==> src/rtl/prog_clock_divider_if.sv <==
// Divisor write port for prog_clock_divider: one shared request bus for all channels.
// A write transfers on a rising edge where WR_VALID and WR_READY are both 1; WR_READY may drop while a request waits.
interface prog_clock_divider_if #(
   parameter int WIDTH = 16,
   parameter int NCH   = 2
);
   localparam int CW = (NCH > 1) ? $clog2(NCH) : 1;

   logic             WR_VALID;
   logic [CW-1:0]    WR_CH;
   logic [WIDTH-1:0] WR_DIV;
   logic             WR_READY;

   modport master (output WR_VALID, output WR_CH, output WR_DIV, input WR_READY);
   modport slave  (input WR_VALID, input WR_CH, input WR_DIV, output WR_READY);
endinterface

==> src/rtl/prog_clock_divider.sv <==
// Multi-channel programmable clock divider with glitch-free divisor updates at period wrap.
// Optional macro CLKDIV_TICK_EN adds the per-channel TICK period-end strobe output.
module prog_clock_divider #(
   parameter int WIDTH       = 16,
   parameter int NCH         = 2,
   parameter int DEFAULT_DIV = 20
) (
   input  logic                  CLK,
   input  logic                  RESET,
   input  logic [NCH-1:0]        ENABLE,
   prog_clock_divider_if.slave   wr,
   output logic [NCH-1:0]        dCLK
`ifdef CLKDIV_TICK_EN
   ,
   output logic [NCH-1:0]        TICK
`endif
);
   localparam int CW = (NCH > 1) ? $clog2(NCH) : 1;

   logic [WIDTH-1:0] d_q   [NCH];
   logic [WIDTH-1:0] d_d   [NCH];
   logic [WIDTH-1:0] cnt_q [NCH];
   logic [WIDTH-1:0] cnt_d [NCH];
   logic [WIDTH-1:0] pd_q  [NCH];
   logic [WIDTH-1:0] pd_d  [NCH];
   logic [WIDTH-1:0] e_cur [NCH];
   logic [NCH-1:0]   p_q, p_d;
   logic [NCH-1:0]   dclk_q, dclk_d;
   logic [NCH-1:0]   wrap;
   logic             wr_ready_c;
   logic             accept;

   // Divisors 0 and 1 are treated as 2 so every channel always toggles.
   function automatic logic [WIDTH-1:0] eff(input logic [WIDTH-1:0] d);
      return (d < WIDTH'(2)) ? WIDTH'(2) : d;
   endfunction

   always_comb begin
      wr_ready_c = 1'b1;
      for (int i = 0; i < NCH; i++) begin
         if (wr.WR_CH == CW'(i) && p_q[i]) wr_ready_c = 1'b0;
      end
   end

   assign wr.WR_READY = wr_ready_c;
   assign accept      = wr.WR_VALID & wr_ready_c;

   always_comb begin
      for (int i = 0; i < NCH; i++) begin
         e_cur[i] = eff(d_q[i]);
         wrap[i]  = (cnt_q[i] == e_cur[i] - WIDTH'(1));
         d_d[i]   = d_q[i];
         cnt_d[i] = cnt_q[i];
         pd_d[i]  = pd_q[i];
         p_d[i]   = p_q[i];
         if (!ENABLE[i] || wrap[i]) begin
            cnt_d[i] = '0;
            if (p_q[i]) begin
               d_d[i] = pd_q[i];
               p_d[i] = 1'b0;
            end
         end else begin
            cnt_d[i] = cnt_q[i] + WIDTH'(1);
         end
         // Accept only happens with p_q clear, so it never races the apply above.
         if (accept && wr.WR_CH == CW'(i)) begin
            pd_d[i] = wr.WR_DIV;
            p_d[i]  = 1'b1;
         end
         dclk_d[i] = ENABLE[i] && (cnt_d[i] >= (eff(d_d[i]) >> 1));
      end
   end

   always_ff @(posedge CLK or negedge RESET) begin
      if (!RESET) begin
         for (int i = 0; i < NCH; i++) begin
            d_q[i]   <= WIDTH'(DEFAULT_DIV);
            cnt_q[i] <= '0;
            pd_q[i]  <= '0;
         end
         p_q    <= '0;
         dclk_q <= '0;
      end else begin
         for (int i = 0; i < NCH; i++) begin
            d_q[i]   <= d_d[i];
            cnt_q[i] <= cnt_d[i];
            pd_q[i]  <= pd_d[i];
         end
         p_q    <= p_d;
         dclk_q <= dclk_d;
      end
   end

   assign dCLK = dclk_q;

`ifdef CLKDIV_TICK_EN
   assign TICK = ENABLE & wrap;
`endif
endmodule

==> src/flat_wrapper.sv <==
// flat-port wrapper written by rule: the top's interface ports become plain ports
module prog_clock_divider_flat 
#(
   parameter int WIDTH       = 16,
   parameter int NCH         = 2,
   parameter int DEFAULT_DIV = 20
)
  (CLK, RESET, ENABLE, dCLK, wr_WR_VALID, wr_WR_CH, wr_WR_DIV, wr_WR_READY);
  prog_clock_divider_if #(.WIDTH(WIDTH), .NCH(NCH)) wr_i ();
  input  logic CLK;
  input  logic RESET;
  input  logic [NCH-1:0] ENABLE;
  output logic [NCH-1:0] dCLK;
  input wire logic [$bits(wr_i.WR_VALID)-1:0] wr_WR_VALID;
  input wire logic [$bits(wr_i.WR_CH)-1:0] wr_WR_CH;
  input wire logic [$bits(wr_i.WR_DIV)-1:0] wr_WR_DIV;
  output wire logic [$bits(wr_i.WR_READY)-1:0] wr_WR_READY;
  assign wr_i.WR_VALID = wr_WR_VALID;
  assign wr_i.WR_CH = wr_WR_CH;
  assign wr_i.WR_DIV = wr_WR_DIV;
  assign wr_WR_READY = wr_i.WR_READY;
  prog_clock_divider #(.WIDTH(WIDTH), .NCH(NCH), .DEFAULT_DIV(DEFAULT_DIV)) u_core (.CLK(CLK), .RESET(RESET), .ENABLE(ENABLE), .wr(wr_i), .dCLK(dCLK));
endmodule
==> config.mk <==
export PLATFORM = sky130hd
export DESIGN_NAME = prog_clock_divider_flat
export DESIGN_NICKNAME = d
export VERILOG_FILES = /design/src/rtl/prog_clock_divider_if.sv /design/src/rtl/prog_clock_divider.sv /design/src/flat_wrapper.sv
export SDC_FILE = /design/constraint.sdc
export NUM_CORES = 1
export LEC_CHECK = 0
export ABC_AREA = 1
export CORE_ASPECT_RATIO = 0.7
export CORE_MARGIN = 4
export CORE_UTILIZATION = 62
export CTS_CLUSTER_DIAMETER = 150
export CTS_CLUSTER_SIZE = 10
export DETAILED_ROUTE_END_ITERATION = 8
export PLACE_DENSITY = 0.81
export SYNTH_ARGS = -nofsm -noshare
export SYNTH_HDL_FRONTEND = slang
export SYNTH_SLANG_ARGS = --single-unit
==> constraint.sdc <==
create_clock -name CLK -period 5.1 [get_ports CLK]
set_input_delay 1.02 -clock CLK [delete_from_list [all_inputs] [get_ports CLK]]
set_output_delay 1.02 -clock CLK [all_outputs]
set_load 0.01 [all_outputs]
==> parameters.txt, run 1 <==
Parameter                              Value

Clocking
  H-Tree Level Count    3
  Clock Root Buffer    sky130_fd_sc_hd__clkbuf_16
  Skew-Pair Late Insertion Delay    0.35 ns
  Clock sink count    100
  CTS tree    yes
  Cts bufs inserted    9
  Clock edge transition at the registers on the reported setup and hold paths    0.08 ns
  Deepest clock path buffer count    2

Route
  Initial detailed-routing violation count    572
  DR WL/cell    14.4 µm
  Number of remaining DRC errors    0
  Total wire length    15700 µm
  Vias after detailed routing    just under 6000
  Post-DRT Antenna Nets    0
  Drt pass-1 iters    5
  Vias per std cell    5.44

Yosys
  Cell count after synthesis    907
  Dominant register cell in the synthesized netlist    sky130_fd_sc_hd__dfrtp_1
  Most area-hungry cell type in the Yosys netlist    sky130_fd_sc_hd__dfrtp_1
  Top cells by area in the synthesized netlist    sky130_fd_sc_hd__dfrtp_1, sky130_fd_sc_hd__nand2_1, sky130_fd_sc_hd__inv_1
  Combined area of all synthesized cells    around 6600 µm²
  Register area share after synthesis    37.9%
  Average size of a mapped cell    7.29 µm²
  Flops & latches, synth    100
  Number of synthesized flops with an enable pin    0
  Async S/R FF share, synth    100%
  Syn_nets    roughly 960
  Count of unique library cells instantiated by Yosys    39
  Area share of the largest cell type after synthesis    a little over a third
  Count of yosys warnings during synthesis    0

Critical path
  Maximum fanout along the worst path    8
  Depth of the most critical reg-to-reg path    38
  Setup Crit Path Kind    register to register
  Library cell appearing most often on the critical path    sky130_fd_sc_hd__nand2_1
  Kind of launch point of the worst setup path    register
  Critical-path top delay cell    sky130_fd_sc_hd__dfstp_2
  Data required, critical path    5.35 ns
  Crit. Startpoint    u_core.d_q[4]$_DFF_PN1_
  Crit path DAT    around 5 ns
  Slowest cell delay on critical path    0.62 ns
  Source of the worst register-to-register timing path    u_core.d_q[4]$_DFF_PN1_
  Critical Path End Type    register

Floorplanning
  Initial standard-cell utilization of the core    63.6%
  Chip Width    131 µm
  Standard cell core area    10400 µm²
  Die height    94.4 µm
  Number of I/O pins    25
  DIE AREA    12400 µm²
  Standard-cell rows    31

Timing
  Final worst hold slack    0.490 ns
  Headroom to the max-slew limit    30.7%
  Final hold violation count    0
  Pins Over Slew Limit    0
  Fin crit period    4.85 ns
  Final Skew    0.00987 ns
  Transition time at the pin with the least slew margin    between 1 and 1.5 ns
  Minimum setup slack in the final design    0.250 ns
  Achievable clock frequency    206 MHz
  Final critical-path share of the clock period    95.1%
  Final count of negative-setup-slack endpoints    0

Outcome
  Outcome    completed

Placed design
  Placer's final routability congestion estimate    0.975
  Worst slack, placed    0.112 ns
  Number of buffers added on ports    24
  Placed Instance Area    7100 µm²
  HPWL after DPL    11600 µm

Hold path
  Hold path depth    2
  Type of the most critical hold path    register to register
  Hold path start    u_core.pd_q[29]$_DFFE_PN0P_

Pwr
  Power Internal    between 0.0015 and 0.002 W
  Areal power density over the cells    approximately 370 nW/µm²
  Switching component of the power    0.00108 W
  Share of power burned in combinational logic    between 30 and 40%
  Sequential share of power    about two fifths
  Portion of total power attributed to the clock network    25.7%
  Overall power after layout    between 0.002 and 0.003 W
  Maximum ir drop on the vdd rail    0.000199 V
  Total leakage power    3.89 nW
  Switching power share of the total    between 30 and 40%

Global routing
  Largest net degree at the start of global routing    63
  Wire length of the first global-routing pass    26100 µm
  Gr ovfl total    0
  Overall global routing resource usage    25.8%
  Vias in the first global route    5360
  Antenna violations before repair    0

Run
  Max-cap viol count    0

Finish
  Synth-to-Final Area Change    14.1%
  Share of final-layout standard cells stronger than drive strength 1    roughly an eighth
  Post-route design area    about 7500 µm²
  Antenna Diode Count    0
  Nets    between 1000 and 1500
  Final cell utilization of the core    between 70% and 80%
## cells by family after synthesis
logic type | count (synthesis) | synth area share (%)
multiplexers | 1 | 0.151
adder cells (fa/ha/maj) | 34 | 6.43
AND/OR/NAND/NOR | 476 | 31.9
buffers and inverters | 155 | 9.53
AO/OA/AOI/OAI | 94 | 7.66
XOR/XNOR | 47 | 6.45
flip-flops | 100 | 37.9
## power groups by stage
stage	combinational, W	sequential, W	clock (W)
finish	0.00101	0.00106	0.000716
global route	0.00114	0.00108	0.000756
CTS	0.000958	0.00105	0.000723
detailed placement	0.000947	0.00106	0
global placement	0.000934	0.00106	0
floorplan	0.000724	0.00102	0
## critical path, delay by kind of cell, from the launching register on
family                   cells  cell delay, ns
flip-flops                   1            0.62
AO/OA/AOI/OAI                8            1.05
buffers and inverters        3            0.37
adder cells (fa/ha/maj)      2            0.46
XOR/XNOR                     1            0.15
AND/OR/NAND/NOR             24            2.10
## repair_timing
action                                  4_1_cts  5_1_grt
resized for setup                             0       30
hold buffers                                  0        0
endpoints found under the setup margin        0        2
setup buffers                                 0        7
## final cells by class
class,instances,area (µm²)
Multi-Input combinational cell,652,3550
Fill cell,808,2850
Sequential cell,100,2520
Timing Repair Buffer,56,519
Inverter,130,488
Clock buffer,9,225
Tap cell,132,165
Clock inverter,7,83.8
## placed cells by master (no fill, tap or decap), types with 2 or more instances in the layout
cell	synthesis	routed
sky130_fd_sc_hd__a211oi_1	3	3
sky130_fd_sc_hd__a21boi_0	2	2
sky130_fd_sc_hd__a21oi_1	28	28
sky130_fd_sc_hd__a31oi_1	2	2
sky130_fd_sc_hd__buf_12	0	3
sky130_fd_sc_hd__buf_4	4	29
sky130_fd_sc_hd__clkbuf_16	0	9
sky130_fd_sc_hd__clkdlybuf4s50_1	0	23
sky130_fd_sc_hd__clkinv_4	0	3
sky130_fd_sc_hd__dfrtp_1	96	89
sky130_fd_sc_hd__dfrtp_2	0	7
sky130_fd_sc_hd__dfstp_2	4	4
sky130_fd_sc_hd__ha_1	34	34
sky130_fd_sc_hd__inv_1	124	124
sky130_fd_sc_hd__inv_2	5	5
sky130_fd_sc_hd__nand2_1	259	257
sky130_fd_sc_hd__nand2_2	4	5
sky130_fd_sc_hd__nand2_4	3	4
sky130_fd_sc_hd__nand3_1	63	63
sky130_fd_sc_hd__nand3_2	7	7
sky130_fd_sc_hd__nand4_1	13	13
sky130_fd_sc_hd__nor2_1	88	76
sky130_fd_sc_hd__nor2_2	6	15
sky130_fd_sc_hd__nor2_4	2	5
sky130_fd_sc_hd__nor3_1	14	13
sky130_fd_sc_hd__nor3_2	4	4
sky130_fd_sc_hd__nor3b_1	8	8
sky130_fd_sc_hd__o21a_1	2	2
sky130_fd_sc_hd__o21ai_0	55	54
sky130_fd_sc_hd__or2_2	2	2
sky130_fd_sc_hd__xnor2_1	13	13
sky130_fd_sc_hd__xor2_1	33	33
## routing by layer
metal | routed length (µm) | track usage (%)
met1 | 8250 | 41.0
met2 | 6180 | 35.6
met3 | 1040 | 5.01
met4 | 212 | 7.17
met5 | 0 | 0
## synthesized netlist by cell type, types with 2 or more instances
master                     instances
sky130_fd_sc_hd__nand2_4           3
sky130_fd_sc_hd__or2_2             2
sky130_fd_sc_hd__xor2_1           33
sky130_fd_sc_hd__o21a_1            2
sky130_fd_sc_hd__xnor2_1          13
sky130_fd_sc_hd__nor3_1           14
sky130_fd_sc_hd__nor2_1           88
sky130_fd_sc_hd__buf_6             4
sky130_fd_sc_hd__nand2_1         259
sky130_fd_sc_hd__nand3_1          63
sky130_fd_sc_hd__buf_4             4
sky130_fd_sc_hd__nor2_4            2
sky130_fd_sc_hd__dfrtp_1          96
sky130_fd_sc_hd__ha_1             34
sky130_fd_sc_hd__inv_1           124
sky130_fd_sc_hd__nand3_2           7
sky130_fd_sc_hd__buf_2             3
sky130_fd_sc_hd__inv_2             5
sky130_fd_sc_hd__clkbuf_1         12
sky130_fd_sc_hd__dfstp_2           4
sky130_fd_sc_hd__o21ai_0          55
sky130_fd_sc_hd__buf_1             2
sky130_fd_sc_hd__a31oi_1           2
sky130_fd_sc_hd__a211oi_1          3
sky130_fd_sc_hd__nor3b_1           8
sky130_fd_sc_hd__a21oi_1          28
sky130_fd_sc_hd__nor3_2            4
sky130_fd_sc_hd__nor2_2            6
sky130_fd_sc_hd__a21boi_0          2
sky130_fd_sc_hd__nand4_1          13
sky130_fd_sc_hd__nand2_2           4
## through the flow
step	TNS [ns]	std cells
after global placement	0	1063
after global routing	-0.0385	1086
final	0	1086
after detailed placement	0	1063
after floorplan	0	907
after CTS	0	1079
## registers in the layout (all words and copies together) (netlist names), named ones only
name	cells
u_core.p_q	2
u_core.d_q	30
u_core.cnt_q	32
u_core.dCLK	2
u_core.pd_q	32
## worst paths after layout
check | end | slack [ns]
min in group asynchronous | u_core.cnt_q[3]$_DFF_PN0_ | 0.74
max in group asynchronous | u_core.d_q[11]$_DFF_PN0_ | 3.34
worst max register to register | u_core.dCLK[1]$_DFF_PN0_ | 0.25
worst max-delay path | u_core.dCLK[1]$_DFF_PN0_ | 0.25
worst min register to register | u_core.pd_q[29]$_DFFE_PN0P_ | 0.49
worst min-delay path | u_core.pd_q[29]$_DFFE_PN0P_ | 0.49
(Power assumes the default switching activity.)
==> run 2, diff against run 1 <==
--- a/config.mk
+++ b/config.mk
@@ -6,6 +6,7 @@
 export NUM_CORES = 1
 export LEC_CHECK = 0
 export ABC_AREA = 1
+export CAP_MARGIN = 20
 export CORE_ASPECT_RATIO = 0.7
 export CORE_MARGIN = 4
 export CORE_UTILIZATION = 62
==> run 2 against run 1 <==
- power hardly changed
- combinational power hardly changed
- register-to-register slack hardly changed
- setup slack better by 0.0063 ns
- routed wire length about the same
- sequential power about the same
- first-iteration DRC count increased by 1.6%
- maximum frequency up 0.13%
- global-route usage did not move
- sequential share of layout area is 0.066 points lower
- clock power about the same
- non-clock buffer count up 1
==> parameters.txt, run 2 (synthesized netlist as in run 1, its figures left out) <==
Parameter                              Value

Critical path
  Data required, critical path    5.35 ns (about the same)
  Depth of the most critical reg-to-reg path    38 (unchanged)
  Critical-path top delay cell    sky130_fd_sc_hd__dfstp_2
  Kind of launch point of the worst setup path    register
  Critical Path End Type    register
  Library cell appearing most often on the critical path    sky130_fd_sc_hd__nand2_1
  Maximum fanout along the worst path    8 (unchanged)
  Setup Crit Path Kind    register to register
  Slowest cell delay on critical path    0.62 ns (about the same)
  Crit path DAT    5.09 ns (about the same)

Finish
  Post-route design area    7560 µm² (+0.20%)
  Share of final-layout standard cells stronger than drive strength 1    11.8% (+0.092 points)
  Synth-to-Final Area Change    14.3%
  Antenna Diode Count    0 (unchanged)
  Registers with the most flip-flops    u_core.cnt_q: 32 flops, u_core.pd_q: 32 flops, u_core.d_q: 30 flops
  Final cell utilization of the core    72.7% (+0.14 points)
  Nets    1006 (+0.10%)
  Leading cell type in the layout, fill and taps excluded    sky130_fd_sc_hd__nand2_1
  Most frequent cells in the layout    sky130_fd_sc_hd__nand2_1, sky130_fd_sc_hd__inv_1, sky130_fd_sc_hd__dfrtp_1
  Number of non-filler instances in the completed layout    1087 (+0.092%)

Clocking
  Clock edge transition at the registers on the reported setup and hold paths    0.07 ns (about the same)
  H-Tree Level Count    3 (unchanged)
  Deepest clock path buffer count    2 (unchanged)
  Clock Root Buffer    sky130_fd_sc_hd__clkbuf_16
  CTS tree    yes
  Count of hold-fix buffers inserted at cts    0 (unchanged)
  Clock sink count    100 (unchanged)
  Cts bufs inserted    9 (unchanged)
  Skew-Pair Late Insertion Delay    0.35 ns (about the same)

Route
  Vias after detailed routing    5917 (+0.14%)
  Number of remaining DRC errors    0 (unchanged)
  Total wire length    15700 µm (about the same)
  Drt pass-1 iters    5 (unchanged)
  Initial detailed-routing violation count    581 (+1.6%)
  DR WL/cell    14.4 µm (about the same)
  Post-DRT Antenna Nets    0 (unchanged)
  Vias per std cell    5.44 (about the same)

Global routing
  Most used routing layer in global routing    met1
  Gr ovfl total    0 (unchanged)
  Wire length of the first global-routing pass    26100 µm (unchanged)
  Overall global routing resource usage    25.8% (unchanged)
  Met2 routing resource usage after global routing    35.6% (unchanged)
  Global-route met1 utilization    41.0% (unchanged)
  Met3 GRT Util    5.01% (unchanged)
  Largest net degree at the start of global routing    63 (unchanged)
  Vias in the first global route    5360 (unchanged)
  Antenna violations before repair    0 (unchanged)

Timing
  Transition time at the pin with the least slew margin    0.895 ns (-0.142 ns)
  Pins Over Slew Limit    0 (unchanged)
  Headroom to the max-slew limit    40.2% (+9.5 points)
  Final hold violation count    0 (unchanged)
  Final Skew    0.00844 ns (-0.00143 ns)
  Final critical-path share of the clock period    95.0% (-0.12 points)
  Fin crit period    4.84 ns (-0.00626 ns)
  Achievable clock frequency    206 MHz (+0.13%)
  Final count of negative-setup-slack endpoints    0 (unchanged)

Floorplanning
  Chip Width    131 µm (unchanged)
  Number of I/O pins    25 (unchanged)
  DIE AREA    12400 µm² (unchanged)
  Standard-cell rows    31 (unchanged)
  Initial standard-cell utilization of the core    63.6% (unchanged)
  Standard cell core area    10400 µm² (unchanged)
  Die height    94.4 µm (unchanged)

Hold path
  Type of the most critical hold path    register to register
  Hold path depth    2 (unchanged)

Placed design
  Placer's final routability congestion estimate    0.975 (unchanged)
  Placed Instance Area    7100 µm² (unchanged)
  HPWL after DPL    11600 µm (unchanged)
  DP Cell Count    1063 (unchanged)
  Number of buffers added on ports    24 (unchanged)

Run
  Max-cap viol count    0 (unchanged)

Pwr
  Overall power after layout    0.00279 W (about the same)
  Total leakage power    3.90 nW (+0.19%)
  Maximum ir drop on the vdd rail    0.000198 V (-0.54%)
  Areal power density over the cells    369 nW/µm² (-0.17%)

Outcome
  Outcome    completed
run 2: changes by cell type in the layout (fill, tap and decap cells not counted), sizes merged:
cell,delta
buf,+1
run 2: path summary, 6_finish.rpt:
path / slack, ns / endpoint / from
worst min register to register: 0.49 / u_core.pd_q[29]$_DFFE_PN0P_ / u_core.pd_q[29]$_DFFE_PN0P_
max in group asynchronous: 3.34 / u_core.d_q[11]$_DFF_PN0_ / RESET
worst max-delay path: 0.26 / u_core.dCLK[1]$_DFF_PN0_ / u_core.d_q[4]$_DFF_PN1_
min in group asynchronous: 0.74 / u_core.cnt_q[3]$_DFF_PN0_ / RESET
worst min-delay path: 0.49 / u_core.pd_q[29]$_DFFE_PN0P_ / u_core.pd_q[29]$_DFFE_PN0P_
worst max register to register: 0.26 / u_core.dCLK[1]$_DFF_PN0_ / u_core.d_q[4]$_DFF_PN1_
run 2: report_power, final:
| part | internal [W] | switching (W) |
|---|---|---|
| Sequential | 0.000916 | 0.000148 |
| Clock | 0.000389 | 0.000328 |
| Combinational | 0.000402 | 0.000604 |
run 2: stage by stage:
| stage | hold WS, ns | worst slack, ns | TNS, ns |
|---|---|---|---|
| 2_1_floorplan | 0.453 | 0.970 | 0 |
| 3_3_place_gp | 0.469 | 0.201 | 0 |
| 3_5_place_dp | 0.473 | 0.112 | 0 |
| 4_1_cts | 0.491 | 0.0742 | 0 |
| 5_1_grt | 0.509 | -0.0385 | -0.0385 |
| 6_report | 0.489 | 0.256 | 0 |
run 2: area by class of cell:
class,count,area [µm²]
Clock buffer,9,225
Tap cell,132,165
Multi-Input combinational cell,652,3550
Clock inverter,7,83.8
Timing Repair Buffer,57,534
Inverter,130,488
Sequential cell,100,2520
Fill cell,808,2840
run 2: critical path, delay by kind of cell, from the launching register on:
kind | cells | cell delay [ns]
compound gates | 8 | 1.05
xor+xnor | 1 | 0.15
fa+ha+maj | 2 | 0.46
buf+inv | 3 | 0.37
flops | 1 | 0.62
simple gates | 24 | 2.09
run 2: per-layer routing:
metal | part of all wire (%) | up-vias
met5 | 0 | -
met4 | 1.5 | 0
met3 | 7.6 | 22
met2 | 40 | 229
met1 | 51 | 2707
li1 | - | 2959
run 2: repair_timing:
action	CTS	global route
hold endpoints to repair	0	0
setup buffers	0	7
endpoints found under the setup margin	0	2
gates resized for setup	0	30
